### config.mk
export PLATFORM = sky130hd
export DESIGN_NAME = ipl_copy_master
export DESIGN_NICKNAME = d
export VERILOG_FILES = /design/src/rtl/ipl_copy_master.sv
export SDC_FILE = /design/constraint.sdc
export NUM_CORES = 1
export LEC_CHECK = 0
export ABC_AREA = 1
export BUFFER_PORTS_ARGS = -buffer_cell sky130_fd_sc_hd__buf_2
export CAP_MARGIN = 20
export CELL_PAD_IN_SITES_DETAIL_PLACEMENT = 0
export CELL_PAD_IN_SITES_GLOBAL_PLACEMENT = 2
export CORE_MARGIN = 10
export CORE_UTILIZATION = 36
export DETAILED_ROUTE_END_ITERATION = 12
export PLACE_DENSITY_LB_ADDON = 0.1
export SLEW_MARGIN = 10
export SYNTH_ARGS = -nofsm -noshare
export SYNTH_HDL_FRONTEND = slang
export SYNTH_SLANG_ARGS = --single-unit
### constraint.sdc
create_clock -name clk_i -period 1.98 [get_ports clk_i]
set_clock_uncertainty 0.15 [all_clocks]
set_input_delay 0.594 -clock clk_i [delete_from_list [all_inputs] [get_ports clk_i]]
set_output_delay 0.594 -clock clk_i [all_outputs]
set_load 0.02 [all_outputs]
### src/rtl/ipl_copy_master.sv
// Wishbone B.4 pipelined master: each request reads one word from the IPL source
// region and writes it to the destination region, one transaction per bus cycle.
module ipl_copy_master #(
    parameter int                    ADDR_WIDTH     = 16,
    parameter int                    DATA_WIDTH     = 16,
    parameter logic [ADDR_WIDTH-1:0] IPL_READ_ADDR  = 16'hF000,
    parameter logic [ADDR_WIDTH-1:0] IPL_WRITE_ADDR = 16'h0000
) (
    input  logic                  clk_i,
    input  logic                  reset_i,
    input  logic                  dreq_i,
    output logic [ADDR_WIDTH-1:0] adr_o,
    output logic                  cyc_o,
    output logic                  stb_o,
    output logic                  we_o,
    output logic [DATA_WIDTH-1:0] dat_o,
    input  logic                  ack_i,
    input  logic [DATA_WIDTH-1:0] dat_i,
    output logic                  dack_o
);

    typedef enum logic [1:0] {IDLE, RD_WAIT, GAP, WR_WAIT} state_t;

    state_t                state_q, state_d;
    logic                  cyc_q, cyc_d, stb_q, stb_d, we_q, we_d, dack_q, dack_d;
    logic [ADDR_WIDTH-1:0] adr_q, adr_d, rd_cnt_q, rd_cnt_d, wr_cnt_q, wr_cnt_d;
    logic [DATA_WIDTH-1:0] dat_q, dat_d, latch_q, latch_d;

    always_ff @(posedge clk_i or negedge reset_i) begin
        if (!reset_i) begin
            state_q  <= IDLE;
            cyc_q    <= 1'b0;
            stb_q    <= 1'b0;
            we_q     <= 1'b0;
            dack_q   <= 1'b0;
            adr_q    <= '0;
            dat_q    <= '0;
            rd_cnt_q <= IPL_READ_ADDR;
            wr_cnt_q <= IPL_WRITE_ADDR;
            latch_q  <= '0;
        end else begin
            state_q  <= state_d;
            cyc_q    <= cyc_d;
            stb_q    <= stb_d;
            we_q     <= we_d;
            dack_q   <= dack_d;
            adr_q    <= adr_d;
            dat_q    <= dat_d;
            rd_cnt_q <= rd_cnt_d;
            wr_cnt_q <= wr_cnt_d;
            latch_q  <= latch_d;
        end
    end

    // Strobe, address and write data default low: each is held for a single clock.
    always_comb begin
        state_d  = state_q;
        cyc_d    = cyc_q;
        stb_d    = 1'b0;
        we_d     = we_q;
        dack_d   = 1'b0;
        adr_d    = '0;
        dat_d    = '0;
        rd_cnt_d = rd_cnt_q;
        wr_cnt_d = wr_cnt_q;
        latch_d  = latch_q;
        case (state_q)
            IDLE: begin
                cyc_d = 1'b0;
                we_d  = 1'b0;
                if (dreq_i) begin
                    state_d = RD_WAIT;
                    cyc_d   = 1'b1;
                    stb_d   = 1'b1;
                    adr_d   = rd_cnt_q;
                end
            end
            RD_WAIT: begin
                if (ack_i) begin
                    latch_d = dat_i;
                    cyc_d   = 1'b0;
                    state_d = GAP;
                end
            end
            GAP: begin
                state_d = WR_WAIT;
                cyc_d   = 1'b1;
                stb_d   = 1'b1;
                we_d    = 1'b1;
                adr_d   = wr_cnt_q;
                dat_d   = latch_q;
            end
            WR_WAIT: begin
                if (ack_i) begin
                    cyc_d    = 1'b0;
                    we_d     = 1'b0;
                    dack_d   = 1'b1;
                    rd_cnt_d = rd_cnt_q + 1'b1;
                    wr_cnt_d = wr_cnt_q + 1'b1;
                    state_d  = IDLE;
                end
            end
            default: begin
                state_d = IDLE;
                cyc_d   = 1'b0;
                we_d    = 1'b0;
            end
        endcase
    end

    assign adr_o  = adr_q;
    assign cyc_o  = cyc_q;
    assign stb_o  = stb_q;
    assign we_o   = we_q;
    assign dat_o  = dat_q;
    assign dack_o = dack_q;

endmodule

Yosys cells after proc, flatten, opt, wreduce, memory -nomap -nowiden
Cells that the tools add are included.
W data, S select, Z words.
{"block": "word_totals", "reg_bits": 86, "mem_bits_ro": 0, "inputBits": 20, "latchBits": 0, "output_inout_bits": 36, "ramBits": 0, "word_cells": 40, "n_memories": 0}
{"block": "classes", "magnitude_cmp": 0, "addsub": 2, "n_reduce_logical": 7, "n_eq_ne": 7, "mux": 14, "shifts": 0, "n_mul": 0, "div_mod_pow": 0, "bitwise_logic": 0}
{"op": "$add A16 B1 Y16 const B", "n": 2}
{"op": "$mux W16", "n": 2}
{"op": "$pmux W16 S2", "n": 1}
{"op": "$pmux W2 S4", "n": 1}
{"op": "$mux W2", "n": 3}
{"op": "$ne A2 B2 Y1 const B", "n": 3}
{"op": "$pmux W1 S3", "n": 2}
{"op": "$reduce_and A2 Y1", "n": 3}
{"op": "$eq A2 B2 Y1 const B", "n": 2}
{"op": "$mux W1", "n": 4}
{"op": "$reduce_and A3 Y1", "n": 1}
{"op": "$reduce_bool A3 Y1", "n": 1}
{"op": "$eq A2 B1 Y1 const B", "n": 1}
{"op": "$logic_not A2 Y1", "n": 1}
{"op": "$ne A2 B1 Y1 const B", "n": 1}
{"op": "$pmux W1 S2", "n": 1}
{"op": "$reduce_or A2 Y1", "n": 1}

Longest topological paths before layout
{"block": "logic_depth", "word_depth": 3, "ltp_mapped": 9, "mapped_depth_nobuf": 9}

Worst setup path before layout
Ideal clock, no wire load.
{"block": "synth_timing", "path_type": "in2reg", "start": "input ack_i", "end": "register latch_q[10]", "t_required_ns": 1.705, "n_path_buf": 2, "setup_ns": 0.125, "arrival_ns": 1.372, "path_slack_ns": 0.333, "cell_stages": 4, "path_cell_list": "clkbuf_8 -> nand2_2 -> buf_4 -> mux2_2"}
{"block": "synth_via", "elab_chain_cells": 1}
{"item": "start, declared", "line": "17", "source": "input logic ack_i,"}
{"item": "$reduce_and A2 Y1 (no source line)"}
{"item": "end signal, assigned", "line": "51", "source": "latch_q <= latch_d;"}
{"item": "end, declared", "line": "27", "source": "logic [DATA_WIDTH-1:0] dat_q, dat_d, latch_q, latch_d;"}
Every way passes these cells.
A chain may end at the register's enable or synchronous reset.

Worst setup path in the final report
{"block": "layout_timing", "start": "register state_q[0]", "end": "register rd_cnt_q[10]"}
{"block": "layout_via", "elab_chain_cells": 2}
{"item": "start, declared", "line": "24", "source": "state_t state_q, state_d;"}
{"item": "start signal, assigned", "line": "42", "source": "state_q <= state_d;"}
{"item": "$eq A2 B2 Y1", "line": "67", "source": "case (state_q)"}
{"item": "$reduce_and A2 Y1 (no source line)"}
{"item": "end signal, assigned", "line": "49", "source": "rd_cnt_q <= rd_cnt_d;"}
{"item": "end, declared", "line": "26", "source": "logic [ADDR_WIDTH-1:0] adr_q, adr_d, rd_cnt_q, rd_cnt_d, wr_cnt_q, wr_cnt_d;"}
Every way passes these cells.

==> impl_results.md <==
* Status: finished clean
* Ys async rst share at 1.00
* # rows at 36
* Vias at about 2500
* Top_reg_cell synth: dfrtp_1
* Max VDD drop at 435 uV
* Min Hold Slack at 0.309 ns
* GP Congestion at 0.777
* H-tree depth at 3
* Area of the multi-input gates at 0.00128 mm^2
* CTS Hold Bufs at 1
* Synth cell count leaders: dfrtp_1 (82), nand2_1 (81), inv_1 (53)
* Antenna cells at 0
* Iter 0 DRT Violations at slightly below 80
* CTS Buffer Depth at 2
* Share of cells above drive strength 1 at 0.252
* First-pass GRT wire length at 13400 um
* Number of top-level pins at 56
* Slew Viols, Final at 0
* Final Hold Viols at 0
* Crit path time final at about 1.8 ns
* Setup tns final at 0 ns
* GRT Resource Usage Total at 0.115
* Area Overhead vs Synth at 18.1%
* Via-per-instance ratio at 4.40
* Most frequent CP cell: nand2_1
* WP data required at 2.07 ns
* Slowest stage delay, CP at 0.41 ns
* Detailed-route wire length at 8040 um
* Post-place setup slack at 0.193 ns
* Most frequent cell after synthesis: dfrtp_1
* CP cell instances: ha_1, nand3_2, nor2_4, nand2_1, o21ai_0, nand2_1
* Congestion Overflow GR at 0
* Die span in x at 121 um
* CP top delay family: simple AND/OR/NAND/NOR gates
* FMAX at roughly 560 MHz
* Mapped Avg Cell Area at slightly above 10 um^2
* Routed wl met2 at 3630 um
* Port buffer count at 55
* Top Metal Used: met4
* Die area at 0.0147 mm^2
* Dpl hpwl at 5930 um
* Crit-path slowest cell: dfrtp_1
* Startpoint types: flop
* Number of global-route vias before repair at 2638
* Detailed Routing Iterations Pass 1 at 4
* Drt wl/cell at between 10 and 15 um
* Resize count post-CTS at 0
* Mapped Cells at 360
* Worst-Margin Slew at 0.406 ns
* Postcts setup bufs at 0
* CTS tree: built
* Worst-Skew Late Latency at 0.35 ns
* Routed metal-1 wirelength at 3800 um
* Total power at 5610 uW
* Pwr dens at 1290 mW/mm^2
* Final setup fails at 0
* Number of flops mapped to enable cells by yosys at 0
* # fillers at 979
* Total CTS buffers at 9
* Synth Register Bits at 86
* Met3 WL post-DR at 489 um
* Largest fanout on the critical path at 5
* Synth area leader: dfrtp_1
* Clock root cell: clkbuf_8
* Critical Path AT at ~1.9 ns
* Post-DRT Antenna Nets at 0
* Pin count of the biggest net entering global routing at 36
* Crit end category: flop
* Top post-synthesis cells by area: dfrtp_1 (56%), nand2_1 (8.2%), inv_1 (5.4%)
* Max cap viols at 0
* Die height at 121 um
* Starting Density at 0.374
* Cell Area, Synth at between 0.003 and 0.004 mm^2
* Synth top area share at 0.556
* Setup ws final at 0.207 ns
* Sequential element share of the synthesized area at 0.585
* Yosys warns at 0
* Setup Crit Path Kind: flop to flop
* Clock transition at path regs at 0.10 ns
* Hold crit path type: flop to flop
* WP buf/inv at 0
* Nets@finish at 453
* Syn_nets at 389
* Slew margin rel. at 0.728
* RSZ-0062 raised after global routing: false
* LEAKAGE at 0.00236 uW
* Reg area at about 0.0022 mm^2
* Clock Sinks at between 80 and 90
* DRC errors left at 0
* Antenna violations before repair at 0
* Core Area at 0.00986 mm^2
* Period utilisation layout at 0.895
* Synth unique cells at 30
-- report_power, final --
group / total, uW / switching, uW / internal [uW]
registers: 2560 / 279 / 2280
logic: 1790 / 1110 / 680
clock network: 1250 / 665 / 588
total: 5610 / 2050 / 3550
-- worst min-delay path, delay by kind of cell, from the launching register on --
kind,cells,cell delay [ns]
buffers and inverters,1,0.04
DFF,1,0.35
and+or+nand+nor,1,0.05
-- layout by cell type (no fill, tap or decap), drive strengths merged --
| cell | n |
|---|---|
| clkinv | 2 |
| ha | 9 |
| nor3 | 3 |
| nand2 | 84 |
| clkbuf | 9 |
| mux2 | 16 |
| dfrtp | 82 |
| inv | 57 |
| buf | 59 |
| a21oi | 3 |
| nor2 | 29 |
| o21bai | 1 |
| nand3 | 18 |
| xor2 | 19 |
| dlygate4sd3 | 1 |
| dfstp | 4 |
| o21a | 1 |
| nand4 | 5 |
| xnor2 | 2 |
| a32o | 5 |
| o22ai | 6 |
| bufinv | 1 |
| o21ai | 11 |
| clkinvlp | 2 |
-- final timing paths --
kind / from / end / slack [ns] / depth (start not counted)
max: state_q[0] / rd_cnt_q[10] / 0.21 / 6
min: latch_q[6] / dat_o[6] / 0.31 / 2
max reg2reg: state_q[0] / rd_cnt_q[10] / 0.21 / 6
min reg2reg: latch_q[6] / dat_o[6] / 0.31 / 2
max in group asynchronous: reset_i / rd_cnt_q[15] / 0.55 / 3
min in group asynchronous: reset_i / wr_cnt_q[13] / 0.55 / 2
-- final cells by class --
| class | count | area share |
|---|---|---|
| clock inverters | 7 | 0.0167 |
| inverters | 55 | 0.0486 |
| well taps | 133 | 0.0382 |
| repair buffers | 60 | 0.0788 |
| clock buffers | 9 | 0.0285 |
| multi-input cells | 212 | 0.294 |
| flip-flops and latches | 86 | 0.496 |
-- registers in the layout, indices dropped and copies added (netlist names) --
signal and cells:
rd_cnt_q 16, state_q 2, adr_o 16, latch_q 16, dack_o 1, cyc_o 1, wr_cnt_q 16, dat_o 16
we_o 1, stb_o 1
-- routing by layer --
metal / track usage / vias up
met4: 0.0447 / 0
met3: 0.0372 / 8
li1: - / 1256
met1: 0.146 / 1158
met5: 0 / -
met2: 0.178 / 51
-- through the flow --
stage	instance area [um^2]	instances	utilization
after global placement	4150	545	0.420
after global routing	4350	562	0.441
after CTS	4350	562	0.441
after detailed placement	4150	545	0.420
after floorplan	3690	360	-
final	4350	562	0.441
-- cell families after synthesis --
logic type / after synthesis / synth area share
and+or+nand+nor: 139 / 0.171
AOI/OAI and AO/OA: 27 / 0.0468
xor gates and xnor gates: 21 / 0.0499
muxes: 16 / 0.0489
DFF: 86 / 0.585
buffers and inverters: 62 / 0.0682
adders and majority gates: 9 / 0.0305
(Power assumes the default switching activity.)
